### src/rtl/scan_gen_2d.sv
// scan_gen_2d: walks a strided (x, y) window in raster or serpentine order on a valid/ready stream.
// Latency: first beat 1 cycle after an accepted start, then up to one beat per cycle with no bubbles.
// Backpressure: a beat is held stable while out_ready is low. SCAN_REPEAT_EN makes frames loop until abort.
module scan_gen_2d #(
   parameter int X_BITS = 10,
   parameter int Y_BITS = 10
) (
   input  logic              clk,
   input  logic              rst,
   input  logic              start,
   input  logic              abort,
   input  logic              mode,
   input  logic [X_BITS-1:0] x_start,
   input  logic [X_BITS-1:0] x_end,
   input  logic [Y_BITS-1:0] y_start,
   input  logic [Y_BITS-1:0] y_end,
   input  logic [X_BITS-1:0] x_step,
   input  logic [Y_BITS-1:0] y_step,
   output logic              out_valid,
   input  logic              out_ready,
   output logic [X_BITS-1:0] out_x,
   output logic [Y_BITS-1:0] out_y,
   output logic              out_eol,
   output logic              out_eof,
   output logic              busy,
   output logic              done,
   output logic              cfg_err
);

   typedef enum logic {IDLE, SCAN} state_t;

   state_t state, state_nxt;

   logic [X_BITS-1:0] xs_q, xe_q, xst_q, x_q;
   logic [Y_BITS-1:0] ys_q, ye_q, yst_q, y_q;
   logic              mode_q, rev_q;

   logic              cfg_ok, xfer, line_end, frame_end;
   logic [X_BITS:0]   x_span;
   logic [Y_BITS:0]   y_span;

   assign cfg_ok = (x_start <= x_end) && (y_start <= y_end);
   assign xfer   = (state == SCAN) && out_ready;

   // Remaining distance to the row boundary in the current direction, one bit wider so it never wraps.
   assign x_span    = rev_q ? ({1'b0, x_q} - {1'b0, xs_q}) : ({1'b0, xe_q} - {1'b0, x_q});
   assign y_span    = {1'b0, ye_q} - {1'b0, y_q};
   assign line_end  = x_span < {1'b0, xst_q};
   assign frame_end = line_end && (y_span < {1'b0, yst_q});

   always_ff @(posedge clk or posedge rst) begin
      if (rst) state <= IDLE;
      else     state <= state_nxt;
   end

   always_comb begin
      state_nxt = state;
      case (state)
         IDLE: if (start && cfg_ok) state_nxt = SCAN;
         SCAN: begin
            if (abort)
               state_nxt = IDLE;
            else if (xfer && frame_end) begin
`ifdef SCAN_REPEAT_EN
               state_nxt = SCAN;
`else
               state_nxt = IDLE;
`endif
            end
         end
         default: state_nxt = IDLE;
      endcase
   end

   always_comb begin
      out_valid = (state == SCAN);
      busy      = (state == SCAN);
      out_eol   = out_valid && line_end;
      out_eof   = out_valid && frame_end;
      out_x     = x_q;
      out_y     = y_q;
   end

   always_ff @(posedge clk or posedge rst) begin
      if (rst) begin
         xs_q    <= '0;
         xe_q    <= '0;
         xst_q   <= X_BITS'(1);
         ys_q    <= '0;
         ye_q    <= '0;
         yst_q   <= Y_BITS'(1);
         mode_q  <= 1'b0;
         rev_q   <= 1'b0;
         x_q     <= '0;
         y_q     <= '0;
         done    <= 1'b0;
         cfg_err <= 1'b0;
      end else begin
         done    <= 1'b0;
         cfg_err <= 1'b0;
         case (state)
            IDLE: begin
               if (start) begin
                  if (cfg_ok) begin
                     xs_q   <= x_start;
                     xe_q   <= x_end;
                     ys_q   <= y_start;
                     ye_q   <= y_end;
                     xst_q  <= (x_step == '0) ? X_BITS'(1) : x_step;
                     yst_q  <= (y_step == '0) ? Y_BITS'(1) : y_step;
                     mode_q <= mode;
                     rev_q  <= 1'b0;
                     x_q    <= x_start;
                     y_q    <= y_start;
                  end else begin
                     cfg_err <= 1'b1;
                  end
               end
            end
            SCAN: begin
               if (!abort && xfer) begin
                  if (frame_end) begin
                     done <= 1'b1;
`ifdef SCAN_REPEAT_EN
                     x_q   <= xs_q;
                     y_q   <= ys_q;
                     rev_q <= 1'b0;
`endif
                  end else if (line_end) begin
                     y_q <= y_q + yst_q;
                     // Serpentine keeps the column and turns around; raster rewinds to the left edge.
                     if (mode_q) rev_q <= ~rev_q;
                     else        x_q   <= xs_q;
                  end else begin
                     x_q <= rev_q ? (x_q - xst_q) : (x_q + xst_q);
                  end
               end
            end
            default: ;
         endcase
      end
   end

endmodule

### config.mk
export PLATFORM = sky130hd
export DESIGN_NAME = scan_gen_2d
export DESIGN_NICKNAME = d
export VERILOG_FILES = /design/src/rtl/scan_gen_2d.sv
export SDC_FILE = /design/constraint.sdc
export NUM_CORES = 1
export LEC_CHECK = 0
export CAP_MARGIN = 40
export CELL_PAD_IN_SITES_DETAIL_PLACEMENT = 2
export CELL_PAD_IN_SITES_GLOBAL_PLACEMENT = 2
export CORE_MARGIN = 2
export CORE_UTILIZATION = 34
export DETAILED_ROUTE_END_ITERATION = 12
export PLACE_DENSITY = 0.86
export SETUP_SLACK_MARGIN = 0.2
export SYNTH_ARGS = -nofsm -noshare
export SYNTH_HDL_FRONTEND = slang
export SYNTH_SLANG_ARGS = --single-unit
### constraint.sdc
create_clock -name clk -period 5.4 [get_ports clk]
set_clock_uncertainty 0.2 [all_clocks]
set_input_delay 0.81 -clock clk [delete_from_list [all_inputs] [get_ports clk]]
set_output_delay 0.81 -clock clk [all_outputs]
set_load 0.01 [all_outputs]
Word-level counts from Yosys, hierarchy flattened
Index checks and enable logic that the tools add are counted.
Storage, ports and cells
  flip-flop bits (word level): 75
  word-level logic and storage cells: 80
Operators by class
  add/sub/neg operators: 6
  order comparisons: 4
  equality and inequality tests: 7
  multiplexer cells: 34
  bitwise gates (word level): 2
  reduce and logical (&&, ||, !) cells: 15
Operators with widths (number)
  $mux W10: 14
  $pmux W10 S2: 2
  $sub A10 B10 Y11: 3
  $lt A11 B10 Y1: 2
  $add A10 B10 Y10: 2
  $le A10 B10 Y1: 2
  $logic_not A10 Y1: 2
  $mux W1: 15
  $mux W11: 1
  $reduce_and A5 Y1: 2
  $sub A10 B10 Y10: 1
  $logic_and A1 B1 Y1: 8
  $ne A2 B1 Y1 const B: 3
  $ne A2 B2 Y1 const B: 3
  $reduce_and A6 Y1: 1
  $pmux W1 S2: 2
  $ne A3 B3 Y1 const B: 1
  $reduce_and A3 Y1: 1
  $not A1 Y1: 2
  $logic_not A1 Y1: 1

Logic depth before layout (Yosys ltp)
  word-level depth: 8
  depth in mapped cells: 21
  mapped depth without buffers: 19

Worst setup path after synthesis
Ideal clock, no wire load.
  path kind: register -> output
  from: register x_q[1] (netlist: out_x[1])
  to: output out_eof
  arrival time: 3.404 ns
  required time: 4.390 ns
  setup slack: 0.986 ns
  cell stages (with the launch flop): 18
  cells stage by stage: dfrtp_1 -> inv_1 -> fa_1 -> a211oi_1 -> o21bai_1 -> a21oi_1 -> o21bai_1 -> a21oi_1 -> xor2_1 -> o21ai_0 -> ha_1 -> nand4_1 -> nor4_1 -> a221oi_2 -> o21a_4 -> nand2_4 -> buf_6 -> nor2_1
On the way
  cells in the longest elaborated chain, start to end: 5
Ends and longest elaborated chain
  start: declaration: line 34  | logic [X_BITS-1:0] xs_q, xe_q, xst_q, x_q;
  start signal: assignment: line 113  | x_q <= x_start;
  start signal: assignment: line 133  | else x_q <= xs_q;
  start signal: assignment: line 135  | x_q <= rev_q ? (x_q - xst_q) : (x_q + xst_q);
  $sub A10 B10 Y11: line 46  | assign x_span = rev_q ? ({1'b0, x_q} - {1'b0, xs_q}) : ({1'b0, xe_q} - {1'b0, x_q});
  $mux W11 *: line 46
  $lt A11 B10 Y1 *: line 48  | assign line_end = x_span < {1'b0, xst_q};
  $logic_and A1 B1 Y1 *: line 49  | assign frame_end = line_end && (y_span < {1'b0, yst_q});
  $logic_and A1 B1 Y1 *: line 79  | out_eof = out_valid && frame_end;
  end: declaration: line 24  | output logic out_eof,
Every way passes the cells marked *; elsewhere a longest branch is shown, timed or not.

Final worst setup path
  from: register x_q[1] (netlist: out_x[1])
  to: output out_eol
On the way
  cells in the longest elaborated chain, start to end: 4
Ends and longest elaborated chain
  $sub A10 B10 Y11: line 46
  $mux W11 *: line 46
  $lt A11 B10 Y1 *: line 48
  $logic_and A1 B1 Y1 *: line 78  | out_eol = out_valid && line_end;
  end: declaration: line 23  | output logic out_eol,
Marked as above.

==> metrics.md <==
| Metric | Value |
|---|---|
| Run status | `completed` |
| Ports | `92` |
| Row count | `50` |
| Grt total ovfl | `0` |
| Critical Path Fanout Max | `11` |
| Final HPWL DP | `18.4 mm` |
| Core Area | `18800 um^2` |
| FF/Latch Area | `1880 um^2` |
| Synth Register Bits | `75` |
| Hold_buf cts | `0` |
| Die width | `142 um` |
| XOR/XNOR Fraction of Synth Area | `0.0538` |
| # clock sinks | `75` |
| Sequential fraction of the synthesis area | `0.288` |
| Async S/R FF share, synth | `1.00` |
| Root Buffer Master | `clkbuf_16` |
| Commonest register cell after synthesis | `dfrtp_1` |
| MaxCap Viol Count | `0` |
| Area after DPL | `7740 um^2` |
| Initial DRC Count | `204` |
| Initial antenna violation count | `1` |
| CTS tree | `built` |
| Pin count of the biggest net entering global routing | `61` |
| Finished Layout Cells | `1066` |
| H-tree level count | `3` |
| Netlist Area Pre-Place | `6520 um^2` |
| Clock transition at the registers of the reported paths | `0.06 ns` |
| Crit path top cell by count | `a21o_1` |
| Adder-Cell Fraction of Synth Area | `0.182` |
| Post-synth EDFFs | `0` |
| WP data required | `4.39 ns` |
| Synth top area share | `0.280` |
| Final WL | `23.5 mm` |
| Tcrit/Tclk final | `0.947` |
| Area delta synth->final | `24.6%` |
| DIE AREA | `20300 um^2` |
| Mux cell area share after synthesis | `0.0993` |
| Post-synthesis cell count | `728` |
| Proportion of layout cells with a drive suffix above 1 | `0.113` |
| Vias in the first global route | `6679` |
| DP Cell Count | `1046` |
| Vias | `6067` |
| Routed vias/inst | `5.69` |
| Largest family of logic cells by synthesized area | `compound AO/OA/AOI/OAI gates` |
| Final nets | `985` |
| Fill cell count | `2059` |
| Final GP Congestion | `0.840` |
| Synth Area in Compound Gates | `0.189` |
| Count of different cell masters after synthesis | `59` |
| Post-route ant nets | `0` |
| Final Hold Fails | `0` |
| Router iterations before antenna repair | `4` |
| Min-Delay Path Class | `reg -> reg` |
| Slew Limit Fails | `0` |
| Simple logic cell fraction of the synthesized area | `0.119` |
| TritonCTS buffer count | `9` |
| Minimum clock period | `5.12 ns` |
| RSZ-0062 raised after global routing | `true` |
| GRT Resource Usage Total | `0.239` |
| Setup_tns | `0 ns` |
| Post-route cell area | `8120 um^2` |
| Synth warn | `0` |
| Ant. Diodes | `0` |
| Avg WL per Cell | `22.1 um` |
| Top delay family on crit path | `compound AO/OA/AOI/OAI gates` |
| Worst slew margin | `0.552` |
| Worst setup EP type | `output port` |
| IO Port Bufs | `91` |
| Syn nets | `886` |
| Max incr delay on CP | `0.40 ns` |
| CP Launch Type | `flop` |
| Critical Path AT | `4.11 ns` |
| Setup CP Type | `reg -> out` |
| Worst-Margin Slew | `0.671 ns` |
| Fmax | `0.195 GHz` |
| Clock buffer depth | `2` |
| Multi-input logic area | `4250 um^2` |
| Syn_area_per_cell | `8.95 um^2` |
| Clk_lat worst skew | `0.36 ns` |
| # DRC | `0` |
| First-pass GRT wire length | `36.9 mm` |
| Die Span Y | `142 um` |
| Crit-path slowest cell | `dfrtp_1` |
| CP Cell Sequence | `inv_1 -> ha_1 -> a21o_1 -> a21o_1 -> a311oi_2 -> nor2_1 -> xor2_1 -> mux2_2 -> ha_1 -> a21o_1 -> o211ai_1 -> o21a_1 -> nand2_4 -> nor2_2 -> clkdlybuf4s15_1` |
| Worst path bufs/invs | `2` |
| Top cells by area, synth | `dfrtp_1, ha_1, mux2_2` |
| Starting Density | `0.347` |
| Synth area leader | `dfrtp_1` |
| Setup Viol. Count Final | `0` |
==> tightest hold or removal path, stage by stage (launching register included) <==
cell     delay, ns
dfrtp_1       0.35
nand2_1       0.05
o21ai_0       0.06
==> cells in the final DEF (no fill, tap or decap), types with 12 or more instances in the layout <==
| cell type | count |
|---|---|
| ha_1 | 87 |
| xnor2_1 | 31 |
| mux2i_1 | 26 |
| inv_1 | 88 |
| a21oi_1 | 35 |
| nand2_1 | 43 |
| nor3_1 | 14 |
| buf_4 | 17 |
| clkdlybuf4s50_1 | 89 |
| dfrtp_1 | 73 |
| nor2_1 | 41 |
| a21o_1 | 12 |
| nand3_1 | 20 |
| o21ai_0 | 52 |
| mux2_2 | 33 |
==> logic make-up (layout without fill, tap and decap cells) <==
| logic type | Yosys count | after routing |
|---|---|---|
| compound gates | 185 | 185 |
| simple gates | 164 | 164 |
| buf+inv | 112 | 216 |
| fa+ha+maj | 92 | 92 |
| flops | 75 | 75 |
| mux | 60 | 60 |
| xor+xnor | 40 | 40 |
==> area by class of cell <==
cell class              instances  area share
multi-input cells             541       0.524
well taps                     234      0.0361
inverters                      91      0.0422
clock inverters                 5     0.00663
repair buffers                109       0.130
flip-flops and latches         75       0.232
clock buffers                  11      0.0299
==> registers in the layout, indices dropped and copies added, names as in the netlist <==
signal   count
rev_q        1
cfg_err      1
yst_q       10
xst_q       10
ye_q        10
out_y       10
out_x       10
busy         1
done         1
mode_q       1
xe_q        10
xs_q        10
==> cell usage after synthesis, drive strengths merged (6+ instances only) <==
master	instances
buf	6
nor2	44
o31ai	6
ha	87
nor4	7
nand4	6
clkbuf	15
nor2b	10
a21oi	36
o2111ai	6
xor2	9
a211oi	11
o21a	8
nand3	21
dfrtp	73
nor3	14
mux2	34
o21ai	55
o211ai	6
a21o	12
nand2	44
inv	90
mux2i	26
xnor2	31
==> per-stage QoR <==
stage | setup WS (ns) | utilization | hold WS (ns)
2_1_floorplan | 0.986 | - | 0.254
4_1_cts | 0.298 | 0.432 | 0.305
3_3_place_gp | 0.244 | 0.411 | 0.267
5_1_grt | 0.135 | 0.433 | 0.328
3_5_place_dp | 0.134 | 0.413 | 0.289
6_report | 0.285 | 0.433 | 0.295
==> worst paths after layout <==
check | cells past startpoint | from | endpoint | slack, ns
worst max register to register | 16 | out_x[1] | out_y[8] | 0.53
worst min register to register | 2 | ye_q[9] | ye_q[9] | 0.29
worst max-delay path | 15 | out_x[1] | out_eol | 0.28
worst min-delay path | 2 | ye_q[9] | ye_q[9] | 0.29
min in group asynchronous | 2 | rst | xst_q[1] | 0.54
max in group asynchronous | 4 | rst | out_y[9] | 3.48
==> per-layer routing <==
| metal | up-vias | GRT usage | share of wire |
|---|---|---|---|
| met5 | - | 0 | 0.00051 |
| met4 | 2 | 0.0933 | 0.036 |
| met3 | 57 | 0.0427 | 0.027 |
| met2 | 121 | 0.440 | 0.53 |
| met1 | 3077 | 0.272 | 0.41 |
| li1 | 2810 | - | - |
==> what timing repair did <==
item | CTS | global route
buffers inserted | 3 | 1
gates resized for setup | 15 | 7
endpoints found under the setup margin | 2 | 2
gates cloned | 0 | 0
endpoints found under the hold margin | 0 | 0
pin swaps | 4 | 3
Power is not shown: default switching activity piles up to over one toggle a cycle in this logic, so the estimate is an artifact.
==> edit 1, RTL diff (same flow settings) <==
`Y_BITS`: 10 -> 14.
--- a/src/rtl/scan_gen_2d.sv
+++ b/src/rtl/scan_gen_2d.sv
@@ -3,7 +3,7 @@
 // Backpressure: a beat is held stable while out_ready is low. SCAN_REPEAT_EN makes frames loop until abort.
 module scan_gen_2d #(
    parameter int X_BITS = 10,
-   parameter int Y_BITS = 10
+   parameter int Y_BITS = 14
 ) (
    input  logic              clk,
    input  logic              rst,
Ports: changed (resized out_y, y_end, y_start and y_step); port bits go from 92 to 108. No check against the original RTL was run, so the function may have changed too.
==> edit 1 against the unedited design <==
Routed wire length up 19%. Critical path depth increased by 3. Non-clock buffer count increased by 18. Sequential cell count up 12. Synthesized cell count is 18% higher. Cell area up 15%. Worst setup slack improved by 0.049 ns. Via count is 15% higher. Die area is 14% higher. Area after synthesis increased by 14%. Highest routed layer is now met4.
==> edit 1: results <==
group,metric,value,unit
timing,slew_headroom,61.7,%
logic_synthesis,syn-num-nets,1048,
detailed_routing,wl_per_cell,22.2,um
detailed_routing,vias,6950,
logic_synthesis,yosysSeqAreaShare,29.3,%
logic_synthesis,synth_warnings,0,
cts,clk_latency,0.37,ns
detailed_routing,drtPass1Iterations,4,
logic_synthesis,synth_adder_area_share,18.6,%
worst_setup_path,worstPathArrival,4.06,ns
logic_synthesis,synth_compound_area_share,18.2,%
grt,grt_pass1_wl,44000,um
logic_synthesis,postSynthCellCount,862,
place,dp_hpwl,21000,um
logic_synthesis,ys.flop_type,"dfrtp_1",
logic_synthesis,synth_xor_area_share,5.64,%
cts,root_buffer,"clkbuf_16",
worst_setup_path,r2r_cells,19,
grt,grt_max_degree,39,
place,gp_congestion,0.838,
run_status,status,"finished clean",
logic_synthesis,synth_mux_area_share,7.39,%
timing,whs,0.325,ns
cts,cts_htree_levels,3,
logic_synthesis,ys_top_cells_by_area,"dfrtp_1, ha_1, inv_1",
grt,grt_antenna_before_repair,0,
min_path,min_path_cells,1,
detailed_routing,drt_iter0_drc,211,
place,dp.cells,1239,
logic_synthesis,synth_cell_types,60,
place,portBuffers,107,
timing,min_period,5.07,ns
worst_setup_path,rrSetupSlack,0.65,ns
place,preCtsSetupSlack,-0.0179,ns
grt,grt_usage,24.0,%
detailed_routing,vias_per_cell,5.52,
layout,drive_gt1_share,8.88,%
worst_setup_path,path_max_fanout,4,
layout,fillerInstances,2386,
logic_synthesis,synth_common_cells,"ha_1, inv_1, dfrtp_1",
grt,grt_pass1_vias,7941,
[edit 1: area by class of cell]
type | count | area [sq um] | area share [%]
multi-input combinational | 650 | 4860 | 52.1
tap | 280 | 350 | 3.75
timing repair buffer | 127 | 1260 | 13.5
inverter | 100 | 377 | 4.04
sequential | 87 | 2180 | 23.4
clock inverter | 7 | 78.8 | 0.845
clock buffer | 9 | 225 | 2.41
[edit 1: cell families (layout without fill, tap and decap cells)]
| group | after synthesis | in the layout |
|---|---|---|
| mux | 51 | 51 |
| simple gates | 226 | 226 |
| fa+ha+maj | 108 | 108 |
| flops | 87 | 87 |
| buf+inv | 125 | 243 |
| xor+xnor | 48 | 48 |
| compound gates | 217 | 217 |
[edit 1: worst paths after layout]
kind                                  to      from
worst max-delay path             out_eof  out_y[1]
worst min-delay path            ye_q[13]  ye_q[13]
worst max register to register  out_x[1]  out_y[1]
worst min register to register  ye_q[13]  ye_q[13]
max in group asynchronous       out_y[9]       rst
min in group asynchronous       xst_q[7]       rst
[edit 1: report_power, final]
part	switching, uW	internal [uW]	leakage [uW]
Combinational	3080	2370	0.00303
Clock	316	365	0.000144
Sequential	268	928	0.00104
Total	3670	3660	0.00422
[edit 1: worst max-delay path, cell delays in order, from the launching register on]
cell and delay, ns:
dfrtp_1 0.36, inv_1 0.09, ha_1 0.29, nor2b_1 0.11, o21ai_0 0.11, a21boi_1 0.30
o21ai_2 0.13, a21oi_2 0.23, nor2b_1 0.17, o21ai_0 0.13, a221oi_2 0.29, ha_1 0.28
nand3_1 0.14, nor2_1 0.07, a211oi_1 0.24, o21ai_1 0.14, a221oi_2 0.26, and3_1 0.22
clkbuf_2 0.13
[edit 1: timing repair]
| item | in CTS | in global routing |
|---|---|---|
| setup buffers | 2 | 3 |
| endpoints found under the hold margin | 0 | 0 |
| endpoints found under the setup margin | 2 | 2 |
| pin swaps | 6 | 7 |
| gates resized for setup | 18 | 12 |
| hold buffers | 0 | 0 |
[edit 1: layer usage]
metal | vias up | GRT usage, % | wire length (um)
met5 | - | 0 | 0
met2 | 142 | 44.7 | 14600
met4 | 0 | 6.81 | 743
met1 | 3521 | 28.6 | 11700
li1 | 3254 | - | -
met3 | 33 | 3.62 | 884
[edit 1: stage by stage]
| step | area [sq um] | TNS, ns |
|---|---|---|
| 2_1_floorplan | 7450 | 0 |
| 3_3_place_gp | 8870 | 0 |
| 5_1_grt | 9330 | 0 |
| 3_5_place_dp | 8920 | -0.0179 |
| 4_1_cts | 9280 | 0 |
| 6_report | 9330 | 0 |
==> edit 2, RTL diff (config.mk and constraints unchanged) <==
Without the edit above. Register the output `cfg_err` once more, with the module's reset; this adds one clock of latency there. The other outputs are not delayed to match.
--- a/src/rtl/scan_gen_2d.sv
+++ b/src/rtl/scan_gen_2d.sv
@@ -28,6 +28,8 @@
 );
 
    typedef enum logic {IDLE, SCAN} state_t;
+
+   logic cfg_err_s0;
 
    state_t state, state_nxt;
 
@@ -94,10 +96,10 @@
          x_q     <= '0;
          y_q     <= '0;
          done    <= 1'b0;
-         cfg_err <= 1'b0;
+         cfg_err_s0 <= 1'b0;
       end else begin
          done    <= 1'b0;
-         cfg_err <= 1'b0;
+         cfg_err_s0 <= 1'b0;
          case (state)
             IDLE: begin
                if (start) begin
@@ -113,7 +115,7 @@
                      x_q    <= x_start;
                      y_q    <= y_start;
                   end else begin
-                     cfg_err <= 1'b1;
+                     cfg_err_s0 <= 1'b1;
                   end
                end
             end
@@ -141,5 +143,13 @@
       end
    end
 
+   always_ff @(posedge clk or posedge rst) begin
+      if (rst) begin
+         cfg_err <= '0;
+      end else begin
+         cfg_err <= cfg_err_s0;
+      end
+   end
+
 endmodule
 
Behaviour: not the same (a bounded check fails within 4 cycles, from zero or initial values and one cycle with rst high).
==> edit 2 against the unedited design <==
First-iteration DRC count grew 16%. Worst setup slack got worse by 0.16 ns. Area after synthesis rose by 0.15%. Cell area up 3.7%. Routed wire length rose by 11%. Cell count increased by 0.94%. Sequential share of layout area is 0.53 points lower. Sequential cell count grew 1. Critical path type unchanged. Highest routed layer is now met4.
Power is not shown: default switching activity piles up to over one toggle a cycle in this logic, so the estimate is an artifact.
==> edit 2: results <==
group,metric,value,unit
layout,clock_area_share,4.43,%
worst_setup_path,crit_path_start,"out_x[0]",
logic_synthesis,yosysSeqAreaShare,29.2,%
layout,fillerInstances,2054,
worst_setup_path,worstPathArrival,4.26,ns
layout,multi_input_area_share,51.2,%
layout,multi_input_area,4310,sq um
run_status,status,"finished clean",
min_path,min_path_cells,0,
grt,grt_pass1_wl,39800,um
timing,worst_pin_slew,0.695,ns
grt,grt_max_degree,45,
cts,post_cts_resized,16,
layout,multi_input_gates,531,
worst_setup_path,path_max_fanout,3,
logic_synthesis,ys_top_cells_by_area,"dfrtp_1, ha_1, mux2_2",
grt,grt_pass1_vias,7046,
logic_synthesis,synth_common_cells,"inv_1, ha_1, dfrtp_1",
place,place_area,7750,sq um
detailed_routing,wl_per_cell,24.3,um
floorplanning,die_w,143,um
place,preCtsSetupSlack,0.137,ns
detailed_routing,drt_iter0_drc,237,
layout,seq_area_share,22.6,%
cts,post-cts-setup-buffers,16,
layout,drive_gt1_share,15.0,%
layout,layout.nonclk_buf_share,14.2,%
layout,nets,996,
## edit 2: final timing paths
path                             to  slack (ns)
setup reg to reg           out_y[0]        0.13
max in group asynchronous      done        3.30
setup / recovery            out_eol        0.13
hold reg to reg             cfg_err        0.15
min in group asynchronous   cfg_err        0.63
hold / removal              cfg_err        0.15
## edit 2: kinds of logic (layout without fill, tap and decap cells)
family | Yosys count | count (layout) | share of synthesized area [%]
compound gates | 167 | 167 | 17.3
xor+xnor | 36 | 36 | 4.83
fa+ha+maj | 92 | 92 | 18.2
buf+inv | 110 | 235 | 6.63
flops | 76 | 76 | 29.2
mux | 64 | 64 | 10.8
simple gates | 172 | 172 | 13.1
## edit 2: metal layers
metal | routed length [um] | vias to the layer above | global-route usage (%) | part of all wire [%]
met5 | 0 | - | 0 | 0
li1 | - | 2789 | - | -
met2 | 13800 | 153 | 48.2 | 53
met3 | 806 | 61 | 4.85 | 3.1
met4 | 1020 | 0 | 10.5 | 3.9
met1 | 10600 | 3184 | 28.6 | 40
